### config.mk
export PLATFORM = sky130hd
export DESIGN_NAME = tnn_feature_framer
export DESIGN_NICKNAME = d
export VERILOG_FILES = /design/src/rtl/tnn_feature_framer.sv
export SDC_FILE = /design/constraint.sdc
export NUM_CORES = 1
export LEC_CHECK = 0
export BUFFER_PORTS_ARGS = -buffer_cell sky130_fd_sc_hd__clkbuf_2
export CAP_MARGIN = 10
export CORE_UTILIZATION = 48
export DETAILED_ROUTE_END_ITERATION = 8
export GPL_TIMING_DRIVEN = 0
export PLACE_DENSITY = 0.78
export SYNTH_ARGS = -nofsm -noshare
export SYNTH_HDL_FRONTEND = slang
export SYNTH_SLANG_ARGS = --single-unit
### constraint.sdc
create_clock -name clk -period 1.6 [get_ports clk]
set_input_delay 0.08 -clock clk [delete_from_list [all_inputs] [get_ports clk]]
set_output_delay 0.08 -clock clk [all_outputs]
set_load 0.03 [all_outputs]
### src/rtl/tnn_feature_framer.sv
// Collects five raw samples, quantizes each to Q_W bits and hands complete frames to the
// TNN classifier through a double-buffered valid/ready output register.
module tnn_feature_framer #(
    parameter int unsigned FEAT_W = 8,
    parameter int unsigned Q_W    = 3,
    parameter int unsigned N_FEAT = 5
) (
    input  logic              clk,
    input  logic              rst_n,
    input  logic              s_valid,
    output logic              s_ready,
    input  logic [FEAT_W-1:0] s_data,
    input  logic              s_last,
    input  logic              flush,
    output logic              m_valid,
    input  logic              m_ready,
    output logic [Q_W-1:0]    q_a,
    output logic [Q_W-1:0]    q_b,
    output logic [Q_W-1:0]    q_c,
    output logic [Q_W-1:0]    q_d,
    output logic [Q_W-1:0]    q_e,
    output logic              frame_err
);

    localparam logic [1:0] StFill    = 2'd0;
    localparam logic [1:0] StFull    = 2'd1;
    localparam logic [1:0] StDiscard = 2'd2;

    localparam int unsigned   CW       = $clog2(N_FEAT);
    localparam int unsigned   SHIFT    = FEAT_W - Q_W;
    localparam logic [FEAT_W:0] HALF   = {{FEAT_W{1'b0}}, 1'b1} << (SHIFT - 1);
    localparam logic [FEAT_W:0] Q_MAX  = (FEAT_W + 1)'((2 ** Q_W) - 1);
    localparam logic [CW-1:0] LAST_IDX = CW'(N_FEAT - 1);

    logic [1:0]        state_q, state_d;
    logic [CW-1:0]     count_q, count_d;
    logic [Q_W-1:0]    slot_q [N_FEAT];
    logic [Q_W-1:0]    out_q  [N_FEAT];
    logic [Q_W-1:0]    frame  [N_FEAT];
    logic              m_valid_q;
    logic              err_q, err_d;
    logic              load, slot_we, clear_slots;
    logic              accept, out_free;
    logic [FEAT_W:0]   q_sum, q_shift;
    logic [Q_W-1:0]    q_cur;

    // Round-half-up with one guard bit so 0xFF does not wrap before saturation.
    always_comb begin
        q_sum   = {1'b0, s_data} + HALF;
        q_shift = q_sum >> SHIFT;
        q_cur   = (q_shift > Q_MAX) ? '1 : q_shift[Q_W-1:0];
    end

    assign s_ready  = !flush && (state_q != StFull);
    assign accept   = s_valid && s_ready;
    assign out_free = !m_valid_q || m_ready;

    always_comb begin
        state_d     = state_q;
        count_d     = count_q;
        err_d       = 1'b0;
        load        = 1'b0;
        slot_we     = 1'b0;
        clear_slots = 1'b0;
        for (int i = 0; i < int'(N_FEAT); i++) frame[i] = slot_q[i];

        if (flush) begin
            state_d     = StFill;
            count_d     = '0;
            clear_slots = 1'b1;
        end else begin
            case (state_q)
                StFill: begin
                    if (accept) begin
                        slot_we = 1'b1;
                        if (count_q == LAST_IDX) begin
                            count_d = '0;
                            if (s_last) begin
                                // Final sample bypasses the slot so the frame lands in one cycle.
                                frame[N_FEAT-1] = q_cur;
                                if (out_free) load = 1'b1;
                                else          state_d = StFull;
                            end else begin
                                err_d   = 1'b1;
                                state_d = StDiscard;
                            end
                        end else if (s_last) begin
                            err_d   = 1'b1;
                            count_d = '0;
                        end else begin
                            count_d = count_q + 1'b1;
                        end
                    end
                end
                StFull: begin
                    if (out_free) begin
                        load    = 1'b1;
                        state_d = StFill;
                    end
                end
                StDiscard: begin
                    if (accept && s_last) state_d = StFill;
                end
                default: state_d = StFill;
            endcase
        end
    end

    always_ff @(posedge clk) begin
        if (!rst_n) begin
            state_q   <= StFill;
            count_q   <= '0;
            err_q     <= 1'b0;
            m_valid_q <= 1'b0;
            for (int i = 0; i < int'(N_FEAT); i++) begin
                slot_q[i] <= '0;
                out_q[i]  <= '0;
            end
        end else begin
            state_q <= state_d;
            count_q <= count_d;
            err_q   <= err_d;
            if (clear_slots) begin
                for (int i = 0; i < int'(N_FEAT); i++) slot_q[i] <= '0;
            end else if (slot_we) begin
                slot_q[count_q] <= q_cur;
            end
            if (load) begin
                out_q     <= frame;
                m_valid_q <= 1'b1;
            end else if (m_ready) begin
                m_valid_q <= 1'b0;
            end
        end
    end

    assign m_valid   = m_valid_q;
    assign frame_err = err_q;
    assign q_a       = out_q[0];
    assign q_b       = out_q[1];
    assign q_c       = out_q[2];
    assign q_d       = out_q[3];
    assign q_e       = out_q[4];

endmodule

### Word-level counts from Yosys, hierarchy flattened

Memory sizes are Yosys's and may differ from the RTL's. A register that Yosys moved wholly into a read port is not among the register bits.
Index checks and enable logic that the tools add are counted.

* input bits: 14
* register bits: 10
* memories kept: 1
* logic and storage cells: 89
* bits in writable memories: 15
* output and inout port bits: 18

* eq/ne operators: 9
* add/subtract/negate cells: 2
* $lt $le $gt $ge: 1
* bitwise operators: 8
* mux-type cells: 46
* reduce and logical (&&, ||, !) cells: 17

Memories
* slot_q: words 5, width 3, rd ports 5, clocked after memory_dff 4, write ports 5, RTL line 37 `logic [Q_W-1:0] slot_q [N_FEAT];`

Operators with widths (count)
* $mux W3: 15
* $mux W1: 23
* $mux W2: 6
* $add A8 B5 Y9 const B: 1
* $ne A2 B2 Y1 const B: 4
* $logic_not A1 Y1: 6
* $pmux W2 S3: 1
* $or A1 B1 Y1: 5
* $reduce_and A5 Y1: 1
* $gt A4 B3 Y1 const B: 1
* $reduce_or A4 Y1: 1
* $add A3 B1 Y3 const B: 1
* $eq A3 B3 Y1 const B: 1
* $logic_and A1 B1 Y1: 3
* $ne A3 B3 Y1 const B: 1
* $not A1 Y1: 3
* $reduce_or A3 Y1: 1
* $eq A2 B1 Y1 const B: 1
* $eq A2 B2 Y1 const B: 1
* $logic_not A2 Y1: 1
* $ne A2 B1 Y1 const B: 1
* $pmux W1 S2: 1
* $reduce_and A2 Y1: 1
* $reduce_bool A2 Y1: 1
* 2 further kinds: 2

### Longest topological paths before layout

* word-level depth: 12
* gate-level depth with buffers: 7
* gate-level depth less buffers: 6

### Worst setup path before layout

Ideal clock, no wire load.

* path type: reg2reg
* from: reg count_q[0]
* to: reg out_q, in the netlist q_a[0] (read register of slot_q)
* stages on the path, launching flop included: 8
* buffers on the path: 1
* setup time: 0.070 ns
* data required time: 1.530 ns
* data arrival time: 1.585 ns
* setup slack: -0.056 ns
* clock period less this slack: 1.656 ns
* cells stage by stage: dfxtp_1 inv_1 ha_1 and3_1 a21oi_1 clkbuf_1 o21ai_0 a21oi_1

* cells in the longest elaborated chain, start to end: 5

Ends and longest elaborated chain
* start: declaration: RTL line 36 `logic [CW-1:0] count_q, count_d;`
* start signal: assignment: RTL line 121 `count_q <= count_d;`
* $eq A3 B3 Y1: RTL line 76 `if (count_q == LAST_IDX) begin`
* $mux W1: RTL line 76
* $mux W1: RTL line 74 `if (accept) begin`
* $pmux W1 S2: RTL line 72 `case (state_q)`
* $mux W1: RTL line 67 `if (flush) begin`
* end: declaration: RTL line 38 `logic [Q_W-1:0] out_q [N_FEAT];`

Every way passes these cells.
A chain may end at the register's enable or synchronous reset.

==> out/results.tsv <==
metric	value	unit
met1 GRT Util	24.3	%
Worst EP arrival	1640	ps
DR WL/cell	13.9	microns
Comb power frac	7.8	%
Synth Warn #	0	
register clock-pin slew on the reported worst setup and hold paths	100	ps
Initial Util	51.9	%
total length of routed wires	3.54	mm
initial antenna violation count	0	
Num CTS Buffers	5	
met3 Resource Use GR	6.06	%
Setup TNS	0	ps
Startpoint Class	register	
CP max stage cell	dfxtp_4	
EDFF count, synth	15	
clk sink count	37	
Starting DRT DRC Count	49	
Layout Skew	3.27	ps
largest net degree at the start of global routing	12	
top post-synthesis cells by count	23 x nor2_1, 22 x dfxtp_1, 19 x a21oi_1, 19 x nand3_1, 16 x o21ai_0	
P per Cell Area	809	nW/um^2
PortBufs	26	
Worst Setup End Kind	register	
final setup violation count	0	
main flop type after synthesis	dfxtp_1	
CTS tree	yes	
Worst path max stage delay	400	ps
Via Count	1384	
fin crit share	98.5	%
crit-path cells	nor4b_4 -> buf_4 -> nand4_1 -> nand2_2	
Die H	60.1	microns
Ant. Diodes	0	
io pins	32	
row count	20	
die area	3620	sq um
count leader, synth	nor2_1	
sequential share of the synthesized area	54.9	%
Rel. slew slack	47.1	%
Syn Inst Count	170	
Mean Syn Cell Area	9.55	sq um
number of global-route vias before repair	1312	
P_sw	0.387	mW
Detailed Routing Iterations Pass 1	4	
crit path max fanout	7	
Max-Cap Viols	0	
Final Hold Vio Count	0	
reg2reg start	state_q[1]	
sequential share of power	61.2	%
layer with the highest usage	met2	
status	finished, final reports clean	
ys async rst share	0	%
LEAKAGE	0.767	nW
Remaining Overflow, GRT	0	
first-pass GRT wire length	5.71	mm
Slew Limit Fails	0	
Routed Antenna Nets	0	
fin util	64.4	%
area leader, netlist	edfxtp_1	
CP Class	register to register	
Reg2Reg Capture Point	slot_q[4][2]	
Cell variety after synth	34	
top-area cell type share of the netlist area	27.8	%
IR drop worst, VDD	0.384	mV
width of the die	60.1	microns
core box area	3130	sq um
Slew @ Worst Pin	786	ps
hold depth	4	
Sw Ratio	23.7	%
Clock Tree Root	clkbuf_4	
Max Fclk	634	MHz
number of synthesized register bits	37	
layout cells sized above 1	29.9	%
area delta synth->final	24.1	%
latest clock arrival within the worst-skew pair	340	ps
crit path time final	1580	ps
hold endpoint	state_q[0]	
Residual DRC	0	
clock power share	31.0	%
worst reg2reg path depth	4	
unrepaired setup endpoints after global routing	true	
Synth Cell Area	1620	sq um
HP Class	primary input to register	
worst hold start	m_ready	
WP data required	1660	ps
vias per cell	5.43	
GPL Wtd Cong	0.798	
grt met2 use	38.5	%
Synth area leaders	edfxtp_1 28%, dfxtp_1 27%, a21oi_1 5.9%	
dpl hpwl	2.40	mm
Syn Nets	187	
Final #Nets	227	
R2R Setup Slk	20	ps
clk buf depth	2	
internal power	1.24	mW
all-layer global routing usage	22.0	%
H-tree Lvls	2	
worst max-delay path: cells and delay by family, from the launching register on:
| kind | cells | cell delay (ps) |
|---|---|---|
| flip-flops | 1 | 400 |
| buffers and inverters | 1 | 180 |
| AND/OR/NAND/NOR | 3 | 720 |
sequential cells by signal (all words and copies together) (netlist names):
register / count
count_q: 3
frame_err: 1
m_valid: 1
q_a: 3
q_b: 3
q_c: 3
q_d: 3
q_e: 3
slot_q: 15
state_q: 2
per-layer routing:
layer,up-vias,share of wire [%]
met2,26,55
met5,-,0
met1,657,40
met3,7,3.3
li1,694,-
met4,0,1.2
power groups by stage:
stage	clock network, mW	logic (mW)	registers [mW]
2_1_floorplan	0	0.0686	1.02
3_3_place_gp	0	0.102	1.02
3_5_place_dp	0	0.106	1.02
4_1_cts	0.519	0.120	0.999
5_1_grt	0.579	0.138	1.00
6_report	0.505	0.126	0.998
per-stage QoR:
step	hold slack (ps)	setup WS, ps	instance area, sq um	power (mW)	cells
6_report	29.9	23.7	2010	1.63	255
3_3_place_gp	351	-194	1820	1.13	240
5_1_grt	72.2	-32.3	2010	1.72	255
2_1_floorplan	198	11.6	1630	1.09	170
4_1_cts	21.5	-36.0	1980	1.64	254
3_5_place_dp	359	-234	1820	1.13	240
final cells by class:
type	count	area, sq um
clock buffers	6	51.3
clock inverters	2	8.76
flip-flops and latches	37	903
multi-input cells	121	744
plain buffers	6	36.3
fillers	252	1110
inverters	4	15.0
repair buffers	35	200
well taps	44	55.1
logic make-up after synthesis:
kind of cell	after synthesis	share of synthesized area, %
flops	37	54.9
buf+inv	12	3.31
xor+xnor	1	0.540
fa+ha+maj	3	2.31
mux	2	1.23
simple gates	71	22.3
compound gates	44	15.4
worst max-delay path by stage:
stage,to,startpoint,slack (ps)
after floorplan,q_a[0],count_q[0],10
after global placement,slot_q[3][1],flush,-190
after detailed placement,q_a[2],state_q[0],-230
after CTS,q_e[1],state_q[1],-40
after global routing,q_a[2],count_q[1],-30
final,slot_q[4][2],state_q[1],20
what timing repair did:
item | CTS | global route
resized for setup | 18 | 21
hold buffers | 1 | 0
setup endpoints to repair | 31 | 32
buffers inserted | 6 | 2
pin swaps | 8 | 3
endpoints found under the hold margin | 1 | 0
cloned | 0 | 0
cell usage in the layout (no fill, tap or decap), drive strengths merged, types with 2 or more instances in the layout:
cell type   n
a21oi      19
a31oi       2
and3        2
buf        10
clkbuf     36
clkinv      2
dfxtp      22
edfxtp     15
ha          3
inv         4
mux2i       2
nand2       7
nand2b      3
nand3      19
nor2       23
nor2b       2
nor3        6
nor4        2
o21ai      16
No activity file was read; power rests on OpenSTA's default activity.
